## config.mk

```make
export PLATFORM = sky130hd
export DESIGN_NAME = muldiv_ctrl
export DESIGN_NICKNAME = d
export VERILOG_FILES = /design/src/rtl/cpu_defs.sv /design/src/rtl/muldiv_watchdog.sv /design/src/rtl/muldiv_ctrl.sv
export SDC_FILE = /design/constraint.sdc
export NUM_CORES = 1
export LEC_CHECK = 0
export BUFFER_PORTS_ARGS = -buffer_cell sky130_fd_sc_hd__buf_2
export CELL_PAD_IN_SITES_DETAIL_PLACEMENT = 0
export CELL_PAD_IN_SITES_GLOBAL_PLACEMENT = 1
export CORE_UTILIZATION = 32
export CTS_BUF_LIST = sky130_fd_sc_hd__clkbuf_8
export DETAILED_ROUTE_END_ITERATION = 8
export PLACE_DENSITY_LB_ADDON = 0.2
export SYNTH_ARGS = -nofsm -noshare
export SYNTH_HDL_FRONTEND = slang
export SYNTH_SLANG_ARGS = --single-unit
```

## constraint.sdc

```tcl
create_clock -name clk -period 2.2 [get_ports clk]
set_input_delay 0.33 -clock clk [delete_from_list [all_inputs] [get_ports clk]]
set_output_delay 0.33 -clock clk [all_outputs]
set_load 0.01 [all_outputs]
```

## src/rtl/cpu_defs.sv

```systemverilog
// Shared definitions for the MUL/DIV sequencer: FSM states and
// the LO value returned for a fast divide-by-zero.
package cpu_defs;

  typedef enum logic [2:0] {
    IDLE,
    MUL_BUSY,
    DIV_BUSY,
    DONE,
    DRAIN
  } muldiv_state_t;

  localparam logic [31:0] DIV0_LO = 32'hFFFF_FFFF;

endpackage

```

## src/rtl/muldiv_watchdog.sv

```systemverilog
// Wait-cycle watchdog for the MUL/DIV sequencer.
// Ports: clear/run/ack from the FSM, expire pulse, sticky timeout_err.
module muldiv_watchdog #(
  parameter int TIMEOUT = 64,
  parameter int CNT_W   = 7
) (
  input  logic clk,
  input  logic rst,
  input  logic clear,
  input  logic run,
  input  logic ack,
  output logic expire,
  output logic timeout_err
);

  logic [CNT_W-1:0] cnt;

  // Fires in the TIMEOUT-th waiting cycle unless the unit answers.
  assign expire = run & ~ack &
                  (cnt == CNT_W'(TIMEOUT - 1));

  always_ff @(posedge clk) begin
    if (rst) begin
      cnt         <= '0;
      timeout_err <= 1'b0;
    end else begin
      if (clear) begin
        cnt <= '0;
      end else if (run) begin
        cnt <= cnt + CNT_W'(1);
      end
      if (expire) begin
        timeout_err <= 1'b1;
      end
    end
  end

endmodule

```

## src/rtl/muldiv_ctrl.sv

```systemverilog
// Sequencer between EX and the multi-cycle multiplier/divider units.
// Ports: EX request/flush/hold in, unit issue/result, stall/done/hi/lo out.
// Option: MULDIV_DIV0_FAST_EN answers divide-by-zero without the divider.
module muldiv_ctrl
  import cpu_defs::*;
#(
  parameter int TIMEOUT = 64,
  parameter int CNT_W   = 7
) (
  input  logic        clk,
  input  logic        rst,
  input  logic        req_mul,
  input  logic        req_div,
  input  logic        req_sign,
  input  logic [31:0] req_srca,
  input  logic [31:0] req_srcb,
  input  logic        ex_hold,
  input  logic        flush,
  output logic        mul_in_valid,
  output logic        div_in_valid,
  output logic        unit_sign,
  output logic [31:0] unit_srca,
  output logic [31:0] unit_srcb,
  input  logic        mul_out_valid,
  input  logic [31:0] mul_hi,
  input  logic [31:0] mul_lo,
  input  logic        div_out_valid,
  input  logic [31:0] div_hi,
  input  logic [31:0] div_lo,
  output logic        stall,
  output logic        done,
  output logic [31:0] hi_out,
  output logic [31:0] lo_out,
  output logic        timeout_err
);

  muldiv_state_t state, state_nxt;

  logic drain_div;
  logic issue_mul, issue_div, fast0;
  logic take, clear;
  logic busy, run, ack, expire;
  logic unit_div, unit_valid;
  logic req_any, div0;

`ifdef MULDIV_DIV0_FAST_EN
  assign div0 = (req_srcb == '0);
`else
  assign div0 = 1'b0;
`endif

  assign req_any = req_mul | req_div;
  assign busy    = (state == MUL_BUSY) ||
                   (state == DIV_BUSY);
  assign run     = busy || (state == DRAIN);

  // Unit currently owed a result: the busy one,
  // or the one being drained after a flush.
  assign unit_div   = (state == DIV_BUSY) ||
                      ((state == DRAIN) && drain_div);
  assign unit_valid = unit_div ? div_out_valid
                               : mul_out_valid;
  assign ack        = unit_valid | (busy & flush);

  always_ff @(posedge clk) begin
    if (rst) begin
      state <= IDLE;
    end else begin
      state <= state_nxt;
    end
  end

  always_comb begin
    state_nxt = state;
    issue_mul = 1'b0;
    issue_div = 1'b0;
    fast0     = 1'b0;
    take      = 1'b0;
    clear     = 1'b0;
    stall     = 1'b0;
    done      = 1'b0;
    unique case (state)
      IDLE: begin
        stall = req_any & ~flush;
        if (!flush) begin
          if (req_mul) begin
            issue_mul = 1'b1;
            clear     = 1'b1;
            state_nxt = MUL_BUSY;
          end else if (req_div && div0) begin
            fast0     = 1'b1;
            state_nxt = DONE;
          end else if (req_div) begin
            issue_div = 1'b1;
            clear     = 1'b1;
            state_nxt = DIV_BUSY;
          end
        end
      end
      MUL_BUSY, DIV_BUSY: begin
        stall = req_any & ~flush;
        if (flush && unit_valid) begin
          state_nxt = IDLE;
        end else if (flush) begin
          clear     = 1'b1;
          state_nxt = DRAIN;
        end else if (unit_valid) begin
          take      = 1'b1;
          state_nxt = DONE;
        end else if (expire) begin
          state_nxt = IDLE;
        end
      end
      DONE: begin
        done = 1'b1;
        if (flush || !ex_hold) begin
          state_nxt = IDLE;
        end
      end
      DRAIN: begin
        stall = req_any & ~flush;
        if (unit_valid || expire) begin
          state_nxt = IDLE;
        end
      end
      default: state_nxt = IDLE;
    endcase
  end

  always_ff @(posedge clk) begin
    if (rst) begin
      mul_in_valid <= 1'b0;
      div_in_valid <= 1'b0;
      unit_sign    <= 1'b0;
      unit_srca    <= '0;
      unit_srcb    <= '0;
      hi_out       <= '0;
      lo_out       <= '0;
      drain_div    <= 1'b0;
    end else begin
      mul_in_valid <= issue_mul;
      div_in_valid <= issue_div;
      if (issue_mul || issue_div) begin
        unit_sign <= req_sign;
        unit_srca <= req_srca;
        unit_srcb <= req_srcb;
      end
      if (take) begin
        hi_out <= unit_div ? div_hi : mul_hi;
        lo_out <= unit_div ? div_lo : mul_lo;
      end else if (fast0) begin
        hi_out <= req_srca;
        lo_out <= DIV0_LO;
      end
      if (busy && flush) begin
        drain_div <= (state == DIV_BUSY);
      end
    end
  end

  muldiv_watchdog #(
    .TIMEOUT (TIMEOUT),
    .CNT_W   (CNT_W)
  ) u_wdog (
    .clk         (clk),
    .rst         (rst),
    .clear       (clear),
    .run         (run),
    .ack         (ack),
    .expire      (expire),
    .timeout_err (timeout_err)
  );

endmodule

```

==> results.txt <==
The via count of the first global-routing pass is 5007. The pin slew with the least headroom to its limit is 552 ps. The first-pass iteration count of the detailed router came out at 4.

The cell area after synthesis is 0.00583 sq mm. At the worst endpoint, the arrival time is 2340 ps. After the first detailed-routing iteration, the DRC count stood at 174. The static leakage came out at 3.69 nW. The number of antenna-violating nets in the routed design is 0. The worst setup skew after layout came out at 9.25 ps. The area taken by flip-flops and latches came out at 0.00286 sq mm.

In this run the worst path has a maximum fanout of 11. Hold is met by 114 ps. The routed layout has 5647 vias. In this run the critical register-to-register path is captured at state[0]$_SDFFE_PP0P_. The setup fix buffers added after clock tree synthesis came out at 0.

The startpoint identified for the worst register-to-register timing path is state[0]$_SDFFE_PP0P_. The detailed-route wire length per cell came out at 14.4 um. The all-layer global routing usage came out at 18.2%.

The maximum number of pins on one net before global-route repair came out at 55. Routability-driven placement finished with a final weighted congestion of 0.731. For this design the ratio of total power to cell area is 1060 mW/mm^2. At the later pin of the worst-skew pair, clock insertion delay measures 430 ps. The flow ran to the end, and the final reports show no timing, DRC or antenna violations.

Detailed placement ended at an HPWL of 13.3 mm. The post-synthesis register bit count is 143. The clock tree from TritonCTS is built. The count of pins over their slew limit is 0. The area added between synthesis and finish came out at 40.9%. VDD sags by at most 0.458 mV. The initial core utilization is 32.6%. Summing all multi-input logic gate instances after layout gives 0.00272 sq mm. The number of failing hold endpoints at the final stage came to 0. The die covers 0.0188 sq mm. The worst hold path begins at req_srca[27]. Setup repair after global routing left no endpoint under its margin. The number of antenna violations at the first check in global routing came out at 1. The worst register-to-register path has a setup slack of 200 ps. The share of cells above drive strength 1 is 38.7%. The first global-routing pass estimated 26.1 mm of wire.

The max-capacitance violation count is 0. The final sum of negative setup slack is 0 ps. The average vias per placed instance is 4.58. The total number of placement rows is 49. At the end of the flow, the number of nets in the layout was 1191. Of the available clock period, the critical path in the final layout requires 90.8%.

The number of distinct library cells after synthesis came out at 39. The proportion of synthesized chip area in sequential cells is 49.1%. By startpoint and endpoint, the worst setup path is classified as reg2reg. The worst setup path is captured at a flop. The gate count after technology mapping is 673. For the finished layout, the period the worst path requires is 2000 ps. Synthesis produced a netlist with a net count of 875. From left edge to right edge, the die measures 137 um. The number of buffers added on ports came out at 334. Measured against its own limit, the worst slew margin works out to 63.2%.

The final setup violation count is 0. CTS built an H-tree with a depth of 4. The clock tree root buffer cell is clkbuf_8.

Along the worst hold path, the cell count comes to 3. The post-synthesis area per instance is 8.67 sq um. The total overflow reported by the global router came out at 0. At the worst endpoint, the required time is 2550 ps.

The height of the die is 137 um. The layout has 1849 filler cells. The total clock sinks is 143. Clock-pin slew was measured on the worst setup and hold paths at 90 ps. The post-cts sizing count came out at 0. The kind of path behind the tightest hold check is in2reg. The number of cells on the worst reg-to-reg path is 5. The number of synthesis warnings came out at 0.

The fraction of the core area covered by cells at the end of the flow is 45.9%. STA classifies the critical path startpoint as a flop. The number of primary I/O pins is 335. The terminating pin of the worst hold path is unit_srca[27]$_SDFFE_PP0P_. The worst-case clock buffer depth is 2. The detailed-route wire length is 17.8 mm.

The clock buffer count from CTS is 17. For this run, design rule violations remaining after detail routing come to 0. The region available for standard cell placement spans 0.0179 sq mm. The number of hold buffers added after CTS was 0. Timing would allow up to 0.501 GHz.
[layout make-up]
cell class              instances  area share (%)
diodes                          1          0.0304
inverters                       4           0.183
multi-input cells             471            33.0
clock buffers                  17            2.85
well taps                     229            3.49
repair buffers                352            22.9
flip-flops and latches        143            34.8
clock inverters                15            2.66
[worst max-delay path by stage]
| stage | start | to | slack [ps] |
|---|---|---|---|
| after floorplan | state[1]$_SDFFE_PP0P_ | state[0]$_SDFFE_PP0P_ | 470 |
| final | state[0]$_SDFFE_PP0P_ | state[0]$_SDFFE_PP0P_ | 200 |
| after detailed placement | state[1]$_SDFFE_PP0P_ | state[1]$_SDFFE_PP0P_ | 220 |
| after CTS | state[1]$_SDFFE_PP0P_ | state[1]$_SDFFE_PP0P_ | 200 |
| after global placement | state[1]$_SDFFE_PP0P_ | state[0]$_SDFFE_PP0P_ | 240 |
| after global routing | state[0]$_SDFFE_PP0P_ | lo_out[12]$_SDFFE_PP0P_ | 20 |
[logic make-up after synthesis]
kind of cell             share of synthesized area, %
XOR/XNOR                                         1.05
multiplexers                                     11.3
adder cells (fa/ha/maj)                         0.214
AND/OR/NAND/NOR                                  17.7
flip-flops                                       49.1
AO/OA/AOI/OAI                                    16.0
buffers and inverters                            4.70
[critical path: stages, from the launching register on]
cell and delay (ps):
dfxtp_1 570, or3_1 200, nand4_2 140, or4b_4 550, a21o_1 180, a221oi_1 260
[cell usage in the layout, fill, tap and decap left out, types with 4 or more instances in the layout]
| cell | synthesis | routed |
|---|---|---|
| a211oi_1 | 64 | 64 |
| a21oi_1 | 69 | 69 |
| buf_12 | 0 | 6 |
| buf_2 | 15 | 333 |
| buf_4 | 7 | 13 |
| bufinv_16 | 0 | 5 |
| clkbuf_8 | 0 | 17 |
| dfxtp_1 | 143 | 143 |
| inv_1 | 4 | 7 |
| mux2i_1 | 66 | 66 |
| nand2_1 | 141 | 141 |
| nor2_1 | 80 | 80 |
| nor3_1 | 5 | 4 |
| xnor2_1 | 4 | 4 |
[synthesized netlist by cell type (all sizes together)]
cell | instances | area [sq um]
a211o | 1 | 8.76
a211oi | 64 | 480
a21boi | 1 | 7.51
a21o | 1 | 7.51
a21oi | 69 | 345
a221oi | 2 | 17.5
a22oi | 1 | 7.51
a32oi | 1 | 8.76
and3 | 1 | 6.26
buf | 23 | 139
clkbuf | 32 | 120
dfxtp | 143 | 2860
ha | 1 | 12.5
inv | 4 | 15.0
mux2i | 66 | 661
nand2 | 141 | 529
nand2b | 3 | 18.8
nand3 | 3 | 15.0
nand3b | 1 | 7.51
nand4 | 4 | 31.3
nand4bb | 1 | 11.3
nor2 | 81 | 312
nor2b | 2 | 12.5
nor3 | 5 | 25.0
nor3b | 3 | 22.5
nor4b | 1 | 8.76
o21ai | 4 | 23.8
o21bai | 1 | 7.51
o221ai | 1 | 8.76
o31ai | 1 | 7.51
or3 | 3 | 18.8
or4b | 1 | 13.8
xnor2 | 4 | 35.0
xor2 | 3 | 26.3
[power by group]
group	total, mW	switching [mW]	internal (mW)
combinational	3.00	1.69	1.31
clock	2.40	1.05	1.35
sequential	3.28	0.254	3.03
total	8.67	2.99	5.68
[registers in the layout, indices dropped and copies added, names as in the netlist]
signal,count
unit_srca,32
unit_srcb,32
u_wdog.timeout_err,1
drain_div,1
lo_out,32
state,3
unit_sign,1
mul_in_valid,1
hi_out,32
u_wdog.cnt,7
div_in_valid,1
[stage by stage]
| stage | power [mW] | std cells | worst slack, ps | instance area (sq um) |
|---|---|---|---|---|
| 2_1_floorplan | 5.34 | 673 | 469 | 5830 |
| 3_3_place_gp | 6.38 | 1199 | 242 | 7760 |
| 3_5_place_dp | 6.38 | 1199 | 224 | 7760 |
| 4_1_cts | 8.81 | 1231 | 204 | 8220 |
| 5_1_grt | 9.27 | 1231 | 21.0 | 8220 |
| 6_report | 8.67 | 1232 | 203 | 8220 |
[per-layer routing]
layer  wire [um]  part of all wire (%)  track usage (%)
met3        1650                   9.3             6.78
met1        7470                    42             21.9
met5           0                     0                0
met2        8470                    48             29.9
met4         195                   1.1             5.49
Note: power is estimated with default switching activity, not from simulation.
